`src/rtl/mem_port_arbiter.sv`:
```
// mem_port_arbiter
//   Shares one single-ported memory between the instruction-fetch requester
//   and the data (load/store) requester. One owner at a time drives a
//   valid/ready transaction; completion returns registered read data and a
//   one-cycle done pulse to the owner.
//
//   Optional macro: FAIR_ARB_EN
//     defined   - ties in IDLE go to the requester not granted last
//                 (last_grant register, reset value = fetch)
//     undefined - fixed priority, data over fetch
//
//   Ports
//     clk, reset                 rising-edge clock, async active-high reset
//     if_req/if_addr             fetch request (held until if_done)
//     if_rdata/if_done           fetched word (registered), completion pulse
//     dm_req/dm_we/dm_addr/
//     dm_wdata                   data request (held until dm_done)
//     dm_rdata/dm_done           load data (registered), completion pulse
//     mem_valid/mem_we/
//     mem_addr/mem_wdata         registered memory transaction
//     mem_rdata/mem_ready        memory response
//     busy                       registered (state != IDLE)

module mem_port_arbiter #(
  parameter int AW = 32,
  parameter int DW = 32
) (
  input  logic          clk,
  input  logic          reset,
  input  logic          if_req,
  input  logic [AW-1:0] if_addr,
  output logic [DW-1:0] if_rdata,
  output logic          if_done,
  input  logic          dm_req,
  input  logic          dm_we,
  input  logic [AW-1:0] dm_addr,
  input  logic [DW-1:0] dm_wdata,
  output logic [DW-1:0] dm_rdata,
  output logic          dm_done,
  output logic          mem_valid,
  output logic          mem_we,
  output logic [AW-1:0] mem_addr,
  output logic [DW-1:0] mem_wdata,
  input  logic [DW-1:0] mem_rdata,
  input  logic          mem_ready,
  output logic          busy
);

  typedef enum logic [1:0] {
    IDLE    = 2'd0,
    GRANT_D = 2'd1,
    GRANT_I = 2'd2
  } state_e;

  state_e        state_q, state_d;
  logic          mem_valid_q, mem_valid_d;
  logic          mem_we_q, mem_we_d;
  logic [AW-1:0] mem_addr_q, mem_addr_d;
  logic [DW-1:0] mem_wdata_q, mem_wdata_d;
  logic [DW-1:0] if_rdata_q, if_rdata_d;
  logic [DW-1:0] dm_rdata_q, dm_rdata_d;
  logic          if_done_q, if_done_d;
  logic          dm_done_q, dm_done_d;
  logic          busy_q, busy_d;

  // A requester whose done is high this cycle is masked, so a held req is
  // taken as a new request only one cycle later.
  logic dm_elig, if_elig, grant_dm, grant_if;

  assign dm_elig = dm_req & ~dm_done_q;
  assign if_elig = if_req & ~if_done_q;

`ifdef FAIR_ARB_EN
  // 1 = data granted last, 0 = fetch granted last
  logic last_grant_q, last_grant_d;

  assign grant_dm = dm_elig & (~if_elig | ~last_grant_q);
  assign grant_if = if_elig & ~grant_dm;
`else
  assign grant_dm = dm_elig;
  assign grant_if = if_elig & ~dm_elig;
`endif

  always_comb begin
    state_d     = state_q;
    mem_valid_d = mem_valid_q;
    mem_we_d    = mem_we_q;
    mem_addr_d  = mem_addr_q;
    mem_wdata_d = mem_wdata_q;
    if_rdata_d  = if_rdata_q;
    dm_rdata_d  = dm_rdata_q;
    if_done_d   = 1'b0;
    dm_done_d   = 1'b0;
`ifdef FAIR_ARB_EN
    last_grant_d = last_grant_q;
`endif

    unique case (state_q)
      IDLE: begin
        if (grant_dm) begin
          state_d     = GRANT_D;
          mem_valid_d = 1'b1;
          mem_we_d    = dm_we;
          mem_addr_d  = dm_addr;
          mem_wdata_d = dm_wdata;
`ifdef FAIR_ARB_EN
          last_grant_d = 1'b1;
`endif
        end else if (grant_if) begin
          state_d     = GRANT_I;
          mem_valid_d = 1'b1;
          mem_we_d    = 1'b0;
          mem_addr_d  = if_addr;
`ifdef FAIR_ARB_EN
          last_grant_d = 1'b0;
`endif
        end
      end
      GRANT_D: begin
        if (mem_ready) begin
          state_d     = IDLE;
          mem_valid_d = 1'b0;
          dm_done_d   = 1'b1;
          if (!mem_we_q) dm_rdata_d = mem_rdata;
        end
      end
      GRANT_I: begin
        if (mem_ready) begin
          state_d     = IDLE;
          mem_valid_d = 1'b0;
          if_done_d   = 1'b1;
          if_rdata_d  = mem_rdata;
        end
      end
      default: state_d = IDLE;
    endcase

    busy_d = (state_d != IDLE);
  end

  always_ff @(posedge clk or posedge reset) begin
    if (reset) begin
      state_q     <= IDLE;
      mem_valid_q <= 1'b0;
      mem_we_q    <= 1'b0;
      mem_addr_q  <= '0;
      mem_wdata_q <= '0;
      if_rdata_q  <= '0;
      dm_rdata_q  <= '0;
      if_done_q   <= 1'b0;
      dm_done_q   <= 1'b0;
      busy_q      <= 1'b0;
`ifdef FAIR_ARB_EN
      last_grant_q <= 1'b0;
`endif
    end else begin
      state_q     <= state_d;
      mem_valid_q <= mem_valid_d;
      mem_we_q    <= mem_we_d;
      mem_addr_q  <= mem_addr_d;
      mem_wdata_q <= mem_wdata_d;
      if_rdata_q  <= if_rdata_d;
      dm_rdata_q  <= dm_rdata_d;
      if_done_q   <= if_done_d;
      dm_done_q   <= dm_done_d;
      busy_q      <= busy_d;
`ifdef FAIR_ARB_EN
      last_grant_q <= last_grant_d;
`endif
    end
  end

  assign mem_valid = mem_valid_q;
  assign mem_we    = mem_we_q;
  assign mem_addr  = mem_addr_q;
  assign mem_wdata = mem_wdata_q;
  assign if_rdata  = if_rdata_q;
  assign dm_rdata  = dm_rdata_q;
  assign if_done   = if_done_q;
  assign dm_done   = dm_done_q;
  assign busy      = busy_q;

endmodule

```
`config.mk`:
```
export PLATFORM = sky130hd
export DESIGN_NAME = mem_port_arbiter
export DESIGN_NICKNAME = d
export VERILOG_FILES = /design/src/rtl/mem_port_arbiter.sv
export SDC_FILE = /design/constraint.sdc
export NUM_CORES = 1
export LEC_CHECK = 0
export CORE_MARGIN = 3
export CORE_UTILIZATION = 45
export CTS_CLUSTER_DIAMETER = 100
export DETAILED_ROUTE_END_ITERATION = 10
export GPL_TIMING_DRIVEN = 0
export PLACE_DENSITY = 0.95
export SLEW_MARGIN = 20
export SYNTH_ARGS = -nofsm -noshare
export SYNTH_HDL_FRONTEND = slang
export SYNTH_SLANG_ARGS = --single-unit
```
`constraint.sdc`:
```
create_clock -name clk -period 8.7 [get_ports clk]
set_input_delay 0.87 -clock clk [delete_from_list [all_inputs] [get_ports clk]]
set_output_delay 0.87 -clock clk [all_outputs]
set_load 0.02 [all_outputs]
```
# ---- Word-level counts from Yosys, hierarchy flattened
# Cells that the tools add are included.
dict set report word_totals {
  ff_bits 135
  latch_bits 0
  ramBits 0
  romBits 0
  out_inout_bits 133
  memories 0
}
dict set report classes {
  n_addsub 0
  multipliers 0
  div_mod_pow 0
  n_lt_le_gt_ge 0
  n_eq_ne 4
  shift 0
  n_mux 15
  bitwise_logic 7
  n_reduce_logical 10
}
# operator count
set op_table {}
lappend op_table {{$mux W32} 2}
lappend op_table {{$mux W1} 8}
lappend op_table {{$mux W2} 3}
lappend op_table {{$reduce_and A2 Y1} 3}
lappend op_table {{$reduce_and A3 Y1} 2}
lappend op_table {{$reduce_bool A2 Y1} 3}
lappend op_table {{$not A1 Y1} 4}
lappend op_table {{$pmux W2 S2} 1}
lappend op_table {{$and A1 B1 Y1} 3}
lappend op_table {{$ne A3 B3 Y1 const B} 1}
lappend op_table {{$eq A2 B1 Y1 const B} 1}
lappend op_table {{$eq A2 B2 Y1 const B} 1}
lappend op_table {{$logic_not A2 Y1} 1}
lappend op_table {{$ne A2 B1 Y1 const B} 1}
lappend op_table {{$pmux W1 S2} 1}
lappend op_table {{$reduce_or A2 Y1} 1}

# ---- Longest topological paths before layout
# Gate-level depths: netlist of run 1.
dict set report depth {
  ltp_word 8
  mapped_depth 7
  ltp_nobuf 5
}

# ---- Least setup slack after synthesis of run 1
# OpenSTA, ideal clock, no wires.
dict set report synth_path {
  path_kind {input to register}
  start {input if_req}
  end {register mem_addr_q[10] (netlist: mem_addr[10])}
  setup_time_ns 0.125
  t_arrival_ns 1.812
  required_ns 8.575
  setup_slack_ns 6.763
  path_stages 4
  path_buffers 1
  path_cell_list {nand2b_1 -> a21boi_4 -> buf_12 -> mux2_4}
}
dict set report synth_via {
  elab_chain_len 4
}
# element line
set synth_lines {}
lappend synth_lines {{start: declaration} 30} ;# input logic if_req,
lappend synth_lines {{$and A1 B1 Y1} 71} ;# assign if_elig = if_req & ~if_done_q;
lappend synth_lines {{$and A1 B1 Y1} 81} ;# assign grant_if = if_elig & ~dm_elig;
lappend synth_lines {{$reduce_bool A2 Y1 (no source line)} --}
lappend synth_lines {{$reduce_and A2 Y1 (no source line)} --}
lappend synth_lines {{end signal: assignment} 160} ;# mem_addr_q <= mem_addr_d;
lappend synth_lines {{end: declaration} 58} ;# logic [AW-1:0] mem_addr_q, mem_addr_d;
# No other way between the ends.
# A chain may end at the register's enable or synchronous reset.

# ---- Worst setup path in the final report of run 1
dict set report layout_path {
  start {register mem_valid_q (netlist: mem_valid)}
  end {output mem_valid}
}
# element line
set layout_rtl {}
lappend layout_rtl {{start: declaration} 56} ;# logic mem_valid_q, mem_valid_d;
lappend layout_rtl {{start signal: assignment} 158} ;# mem_valid_q <= mem_valid_d;
lappend layout_rtl {{end: declaration} 40} ;# output logic mem_valid,
# No word-level cell between the ends.

==> qor.csv, run 1 <==
metric,value,unit
Vias,3976,
most area-consuming cells after synthesis,"dfrtp_1 58%, mux2_2 20%, mux2_4 14%",
max_cap viols,0,
max-slew violations,0,
arrival time at the worst endpoint,1.42,ns
vias per cell,4.915,
vias in the first global route,4587,
Max VDD drop,288.9,uV
total track usage,22.88,%
crit end category,primary output,
Post-synth EDFFs,0,
Die Ht,119.5,um
fmax,437.4,MHz
"area leader, netlist",dfrtp_1,
gr ovfl total,0,
num ports,267,
Hold WC Path Type,reg2reg,
Setup WS pre-CTS,6.103,ns
antenna violations before repair,0,
PostCTS Resize Cnt,0,
GP Congestion,0.7749,
CP max FO,3,
share of the synthesized area in the top cell type,58.25,%
Longest Clk Path Bufs,2,
post-synthesis area per instance,16.91,um^2
fin crit period,2.286,ns
post-CTS setup buffer count,0,
CTS tree,yes,
Area growth syn-to-layout,60.02,%
CORE AREA,0.01231,mm^2
layout cells sized above 1,32.76,%
DR iter-0 viols,173,
crit-path leading delay family,buffers and inverters,
P_leak,4.033,nW
Seq cells post-synth,135,
WP data required,7.83,ns
Final Setup Violations,0,
post-synthesis sequential area ratio,58.25,%
Final period util,26.28,%
DIE WIDTH,119.5,um
critical path launch point type,register,
Post-Synthesis Cells,343,
largest net degree at the start of global routing,77,
full die area,0.01429,mm^2
run status,"finished, final reports clean",
placed cells,778,
Rows,40,
Worst Path Buf+Inv,1,
worst-case clock skew,0.008105,ns
hold bufs inserted after CTS,0,
Pwr Density,402.1,mW/mm^2
clk root buf,clkbuf_16,
Worst Slack Setup Final,6.414,ns
# DRC,0,
"Slowest-stage cell, CP",clkdlybuf4s50_1,
CTS sink count,135,
Layout Nets,767,
syn_nets,481,
Routed Antenna Nets,0,
port bufs,266,
worst-skew pair later-pin latency,0.41,ns
Worst path max stage delay,0.65,ns
total CTS buffers,17,
async set-or-reset flop fraction in the synthesized netlist,100.0,%
Fillers,766,
Worst-path clk slew,0.05,ns
Inserted Diodes,0,
max_slew headroom,62.91,%
initial core utilization,47.10,%
Slew @ Worst Pin,0.5563,ns
H-tree Lvls,4,
Total Neg Setup Slack,0,ns
overall routed net length,15880,um
dpl hpwl,11990,um
"Distinct cells, synth",26,
Layout Cells excl Fill,809,
RSZ-0062 raised after global routing,false,
first-pass GRT wire length,25270,um
Synth Cell Area,0.005799,mm^2
dominant synthesized flop cell,dfrtp_1,
wire per inst,19.63,um
Crit Path Class,reg2out,
Ys Warns,0,
critical-path cell list,clkdlybuf4s50_1,
first-pass iteration count of the detailed router,4,
final hold vios,0,
==> cells in the final DEF (no fill, tap or decap) <==
cell type        count
nand2b_4             1
nor2_1               2
buf_2                7
nand2_1              3
clkinvlp_4           3
bufinv_16            2
buf_12               5
a22oi_1              1
and3b_1              1
clkdlybuf4s50_1    266
buf_4                3
clkbuf_8             3
a21o_1               1
a221oi_2             1
o22ai_1              1
a21boi_4             1
inv_6                1
clkbuf_1             3
dfrtp_1            135
buf_8                1
buf_6                1
a311o_1              1
nand2b_1             1
buf_16               1
o21ai_0              2
mux2_4              56
nand4_1              1
inv_1                5
nand3_1              1
clkinv_2             3
mux2_2             104
and2_1               2
nor2b_1              1
clkbuf_16           17
ha_1                 4
==> stage by stage <==
step	total power, mW	cell area, um^2	hold slack [ns]	util [%]
5_1_grt	3.910	9280	0.5186	75.38
2_1_floorplan	2.170	5799	0.5760	-
4_1_cts	3.772	9280	0.5045	75.38
6_report	3.732	9280	0.5022	75.38
3_3_place_gp	2.979	8672	0.4871	70.44
3_5_place_dp	3.052	8705	0.4907	70.70
==> synthesized netlist by cell type, drive strengths merged, types with 2 or more instances <==
cell type	count
mux2	160
dfrtp	135
buf	17
inv	6
ha	4
nand2	3
and2	2
nand2b	2
nor2	2
o21ai	2
==> cells by family after synthesis <==
family | synth area share (%)
flip-flops | 58.25
adder cells (fa/ha/maj) | 0.8630
AND/OR/NAND/NOR | 1.338
AO/OA/AOI/OAI | 1.295
multiplexers | 34.69
buffers and inverters | 3.560
==> final timing paths <==
path | startpoint | endpoint | slack, ns | cells past startpoint
setup / recovery | mem_valid$_DFFE_PP0P_ | mem_valid | 6.41 | 1
hold / removal | dm_rdata[25]$_DFFE_PP0P_ | dm_rdata[25]$_DFFE_PP0P_ | 0.50 | 1
setup reg to reg | state_q[1]$_DFF_PP0_ | dm_rdata[17]$_DFFE_PP0P_ | 6.83 | 6
hold reg to reg | dm_rdata[25]$_DFFE_PP0P_ | dm_rdata[25]$_DFFE_PP0P_ | 0.50 | 1
max in group asynchronous | reset | if_rdata[19]$_DFFE_PP0P_ | 7.04 | 3
min in group asynchronous | reset | mem_wdata[18]$_DFFE_PP0P_ | 0.91 | 2
==> state kept, by name, summed over array words and instances, names as in the netlist <==
signal and flops:
busy 1, dm_rdata 32, mem_we 1, dm_done 1
if_done 1, mem_valid 1, mem_wdata 32, state_q 2
if_rdata 32, mem_addr 32
==> cell type report <==
class	instances	area, um^2	share of cell area [%]
plain buffers	17	183.9	1.982
clock buffers	23	478.0	5.150
clock inverters	8	97.59	1.052
inverters	6	27.53	0.2966
multi-input cells	185	2215	23.86
flip-flops and latches	135	3378	36.40
well taps	168	210.2	2.265
repair buffers	267	2690	28.99
==> per-layer routing <==
layer / routed length, um / track usage (%)
met1: 5859 / 25.20
met3: 1330 / 8.907
met4: 323 / 7.659
met2: 8369 / 40.43
met5: 0 / 0
==> report_power, final <==
part	switching, mW	internal, mW
combinational	0.848	1.06
clock	0.254	0.441
sequential	0.179	0.952
==> worst reg2reg max path: stages (launching register included) <==
cell and delay [ns]:
dfrtp_1 0.39, inv_1 0.09, ha_1 0.18, and2_1 0.17
nand2_1 0.21, buf_2 0.33, mux2_2 0.38
No activity file was read; power rests on OpenSTA's default activity.
==> run 2: changes to the inputs <==
CORE_UTILIZATION = 42   (was 45)
PLACE_DENSITY = 0.92   (was 0.95)
clock period = 2.16 ns   (was 8.7 ns; I/O delays follow)
==> run 2 against run 1 <==
  * Highest routed layer unchanged
  * Sequential power grew to 4.0 times the previous value
  * Register-to-register slack worse by 6.5 ns
  * Largest power group unchanged
  * Clock-buffer cell count is 4 lower
  * Non-clock buffer count is 3 higher
==> qor.csv, run 2 (synthesis results as in run 1) <==
metric,value,unit,change
Vias,3973,,was 3976
Pwr Density,1605,mW/mm^2,was 402.1 mW/mm^2
max_slew headroom,69.63,%,was 62.91%
Hold WC Path Type,in2async,,was reg2reg
critical path launch point type,register,,unchanged
post-CTS setup buffer count,0,,unchanged
Slew @ Worst Pin,0.4546,ns,was 0.5563 ns
first-pass iteration count of the detailed router,4,,unchanged
max_cap viols,0,,unchanged
dpl hpwl,12230,um,was 11990 um
Inserted Diodes,0,,unchanged
worst-case clock skew,0.007330,ns,was 0.008105 ns
Worst path max stage delay,0.43,ns,was 0.65 ns
critical-path cell list,"inv_1, ha_1, and3b_1, buf_2, buf_4, mux2_2",,was clkdlybuf4s50_1
final hold vios,0,,unchanged
DIE WIDTH,123.5,um,was 119.5 um
GP Congestion,0.7570,,was 0.7749
Max VDD drop,1102,uV,was 288.9 uV
FF/Latch Area,0.003378,mm^2,unchanged
vias per cell,4.845,,was 4.915
port bufs,266,,unchanged
gr ovfl total,0,,unchanged
full die area,0.01525,mm^2,was 0.01429 mm^2
Final Setup Violations,0,,unchanged
initial core utilization,43.45,%,was 47.10%
worst-skew pair later-pin latency,0.41,ns,about the same
clk root buf,clkbuf_16,,unchanged
power consumption,14.99,mW,was 3.732 mW
WP data required,2.44,ns,was 7.83 ns
Final period util,86.48,%,
largest net degree at the start of global routing,37,,was 77
vias in the first global route,4498,,was 4587
first-pass GRT wire length,23890,um,was 25270 um
Layout Nets,770,,was 767
Setup WS pre-CTS,0.1813,ns,was 6.103 ns
Fillers,906,,was 766
Critical Path Start,state_q[0]$_DFF_PP0_,,was mem_valid$_DFFE_PP0P_
overall routed net length,15940,um,was 15880 um
CTS sink count,135,,unchanged
CORE AREA,0.01335,mm^2,was 0.01231 mm^2
num ports,267,,unchanged
CP max FO,10,,was 3
arrival time at the worst endpoint,2.15,ns,was 1.42 ns
H-tree Lvls,4,,unchanged
clock power share,18.5,%,was 18.6%
multi-input logic area,0.002215,mm^2,unchanged
sw frac,34.48,%,was 34.32%
Worst Slack Setup Final,0.2920,ns,was 6.414 ns
layout cells sized above 1,33.39,%,was 32.76%
Longest Clk Path Bufs,2,,unchanged
total track usage,20.82,%,was 22.88%
PostCTS Resize Cnt,0,,unchanged
fmax,535.3,MHz,
run status,"finished, final reports clean",,unchanged
max-slew violations,0,,unchanged
crit-path leading delay family,buffers and inverters,,unchanged
fin crit period,1.868,ns,
Psw,5.168,mW,was 1.281 mW
crit end category,register,,was primary output
Worst Path Buf+Inv,3,,was 1
# DRC,0,,unchanged
Worst-path clk slew,0.06,ns,was 0.05 ns
Routed Antenna Nets,0,,unchanged
DR iter-0 viols,77,,was 173
antenna violations before repair,0,,unchanged
cell-internal power,9.822,mW,was 2.451 mW
"Slowest-stage cell, CP",dfrtp_1,,was clkdlybuf4s50_1
Reg power frac,30.3,%,about the same
CTS tree,yes,,unchanged
"most common cell after layout, fill and taps aside",clkdlybuf4s50_1,,unchanged
Total Neg Setup Slack,0,ns,unchanged
Die Ht,123.5,um,was 119.5 um
wire per inst,19.43,um,was 19.63 um
hold bufs inserted after CTS,0,,unchanged
r2r startpoint,state_q[0]$_DFF_PP0_,,was state_q[1]$_DFF_PP0_
Final Core Density,69.96,%,was 75.38%
Area growth syn-to-layout,61.01,%,was 60.02%
"commonest cells after routing, fill and taps aside","266 x clkdlybuf4s50_1, 135 x dfrtp_1, 104 x mux2_2",,unchanged
P_leak,4.054,nW,was 4.033 nW
total CTS buffers,17,,unchanged
combinational share of power,51.2,%,was 51.1%
Crit Path Class,reg2reg,,was reg2out
RSZ-0062 raised after global routing,false,,unchanged
Rows,42,,was 40
-- run 2: changes by cell type in the layout (fill, tap and decap cells not counted) --
| cell | previous run | this run |
|---|---|---|
| clkinv_4 | 0 | 2 |
| buf_16 | 1 | 0 |
| clkinvlp_4 | 3 | 4 |
| clkbuf_1 | 3 | 1 |
| clkinv_2 | 3 | 4 |
| clkbuf_8 | 3 | 1 |
| buf_12 | 5 | 9 |
-- run 2: worst paths after layout --
check	to	slack (ns)	depth (start not counted)
worst max-delay path	mem_wdata[4]$_DFFE_PP0P_	0.29	6
worst min register to register	dm_rdata[19]$_DFFE_PP0P_	0.50	1
worst max register to register	mem_wdata[4]$_DFFE_PP0P_	0.29	6
max in group asynchronous	dm_rdata[25]$_DFFE_PP0P_	1.01	5
worst min-delay path	mem_wdata[10]$_DFFE_PP0P_	0.19	2
min in group clk	mem_we$_DFFE_PP0P_	0.37	3
-- run 2: final cells by class --
class | instances | share of cell area (%)
timing repair buffer | 270 | 29.37
tap | 176 | 2.358
multi-input combinational | 185 | 23.72
buffer | 17 | 1.970
inverter | 6 | 0.2814
sequential | 135 | 36.18
clock buffer | 19 | 4.743
clock inverter | 12 | 1.380
-- run 2: per-stage QoR --
| step | instance area [um^2] | cells | hold WS (ns) |
|---|---|---|---|
| 2_1_floorplan | 5803 | 343 | 0.3328 |
| 3_3_place_gp | 8686 | 785 | 0.4872 |
| 3_5_place_dp | 8766 | 789 | 0.4915 |
| 4_1_cts | 9338 | 820 | 0.1745 |
| 5_1_grt | 9338 | 820 | 0.2034 |
| 6_report | 9338 | 820 | 0.1852 |
-- run 2: power groups by stage --
stage          clock network (mW)  registers (mW)  logic [mW]
2_1_floorplan                   0            6.05        2.70
3_3_place_gp                    0            4.45        7.55
3_5_place_dp                    0            4.57        7.72
4_1_cts                      2.85            4.54        7.77
5_1_grt                      2.97            4.69        8.06
6_report                     2.77            4.54        7.68
-- run 2: per-layer routing --
layer	part of all wire [%]	vias to the layer above	global-route usage (%)
li1	-	1802	-
met1	35	1965	21.31
met2	53	177	37.51
met3	10	29	8.554
met4	2.3	0	8.374
met5	0	-	0
-- run 2: worst register-to-register path, cell delays in order (launching register included) --
cell	delay, ns
dfrtp_1	0.43
inv_1	0.11
ha_1	0.25
and3b_1	0.19
buf_2	0.19
buf_4	0.22
mux2_2	0.36
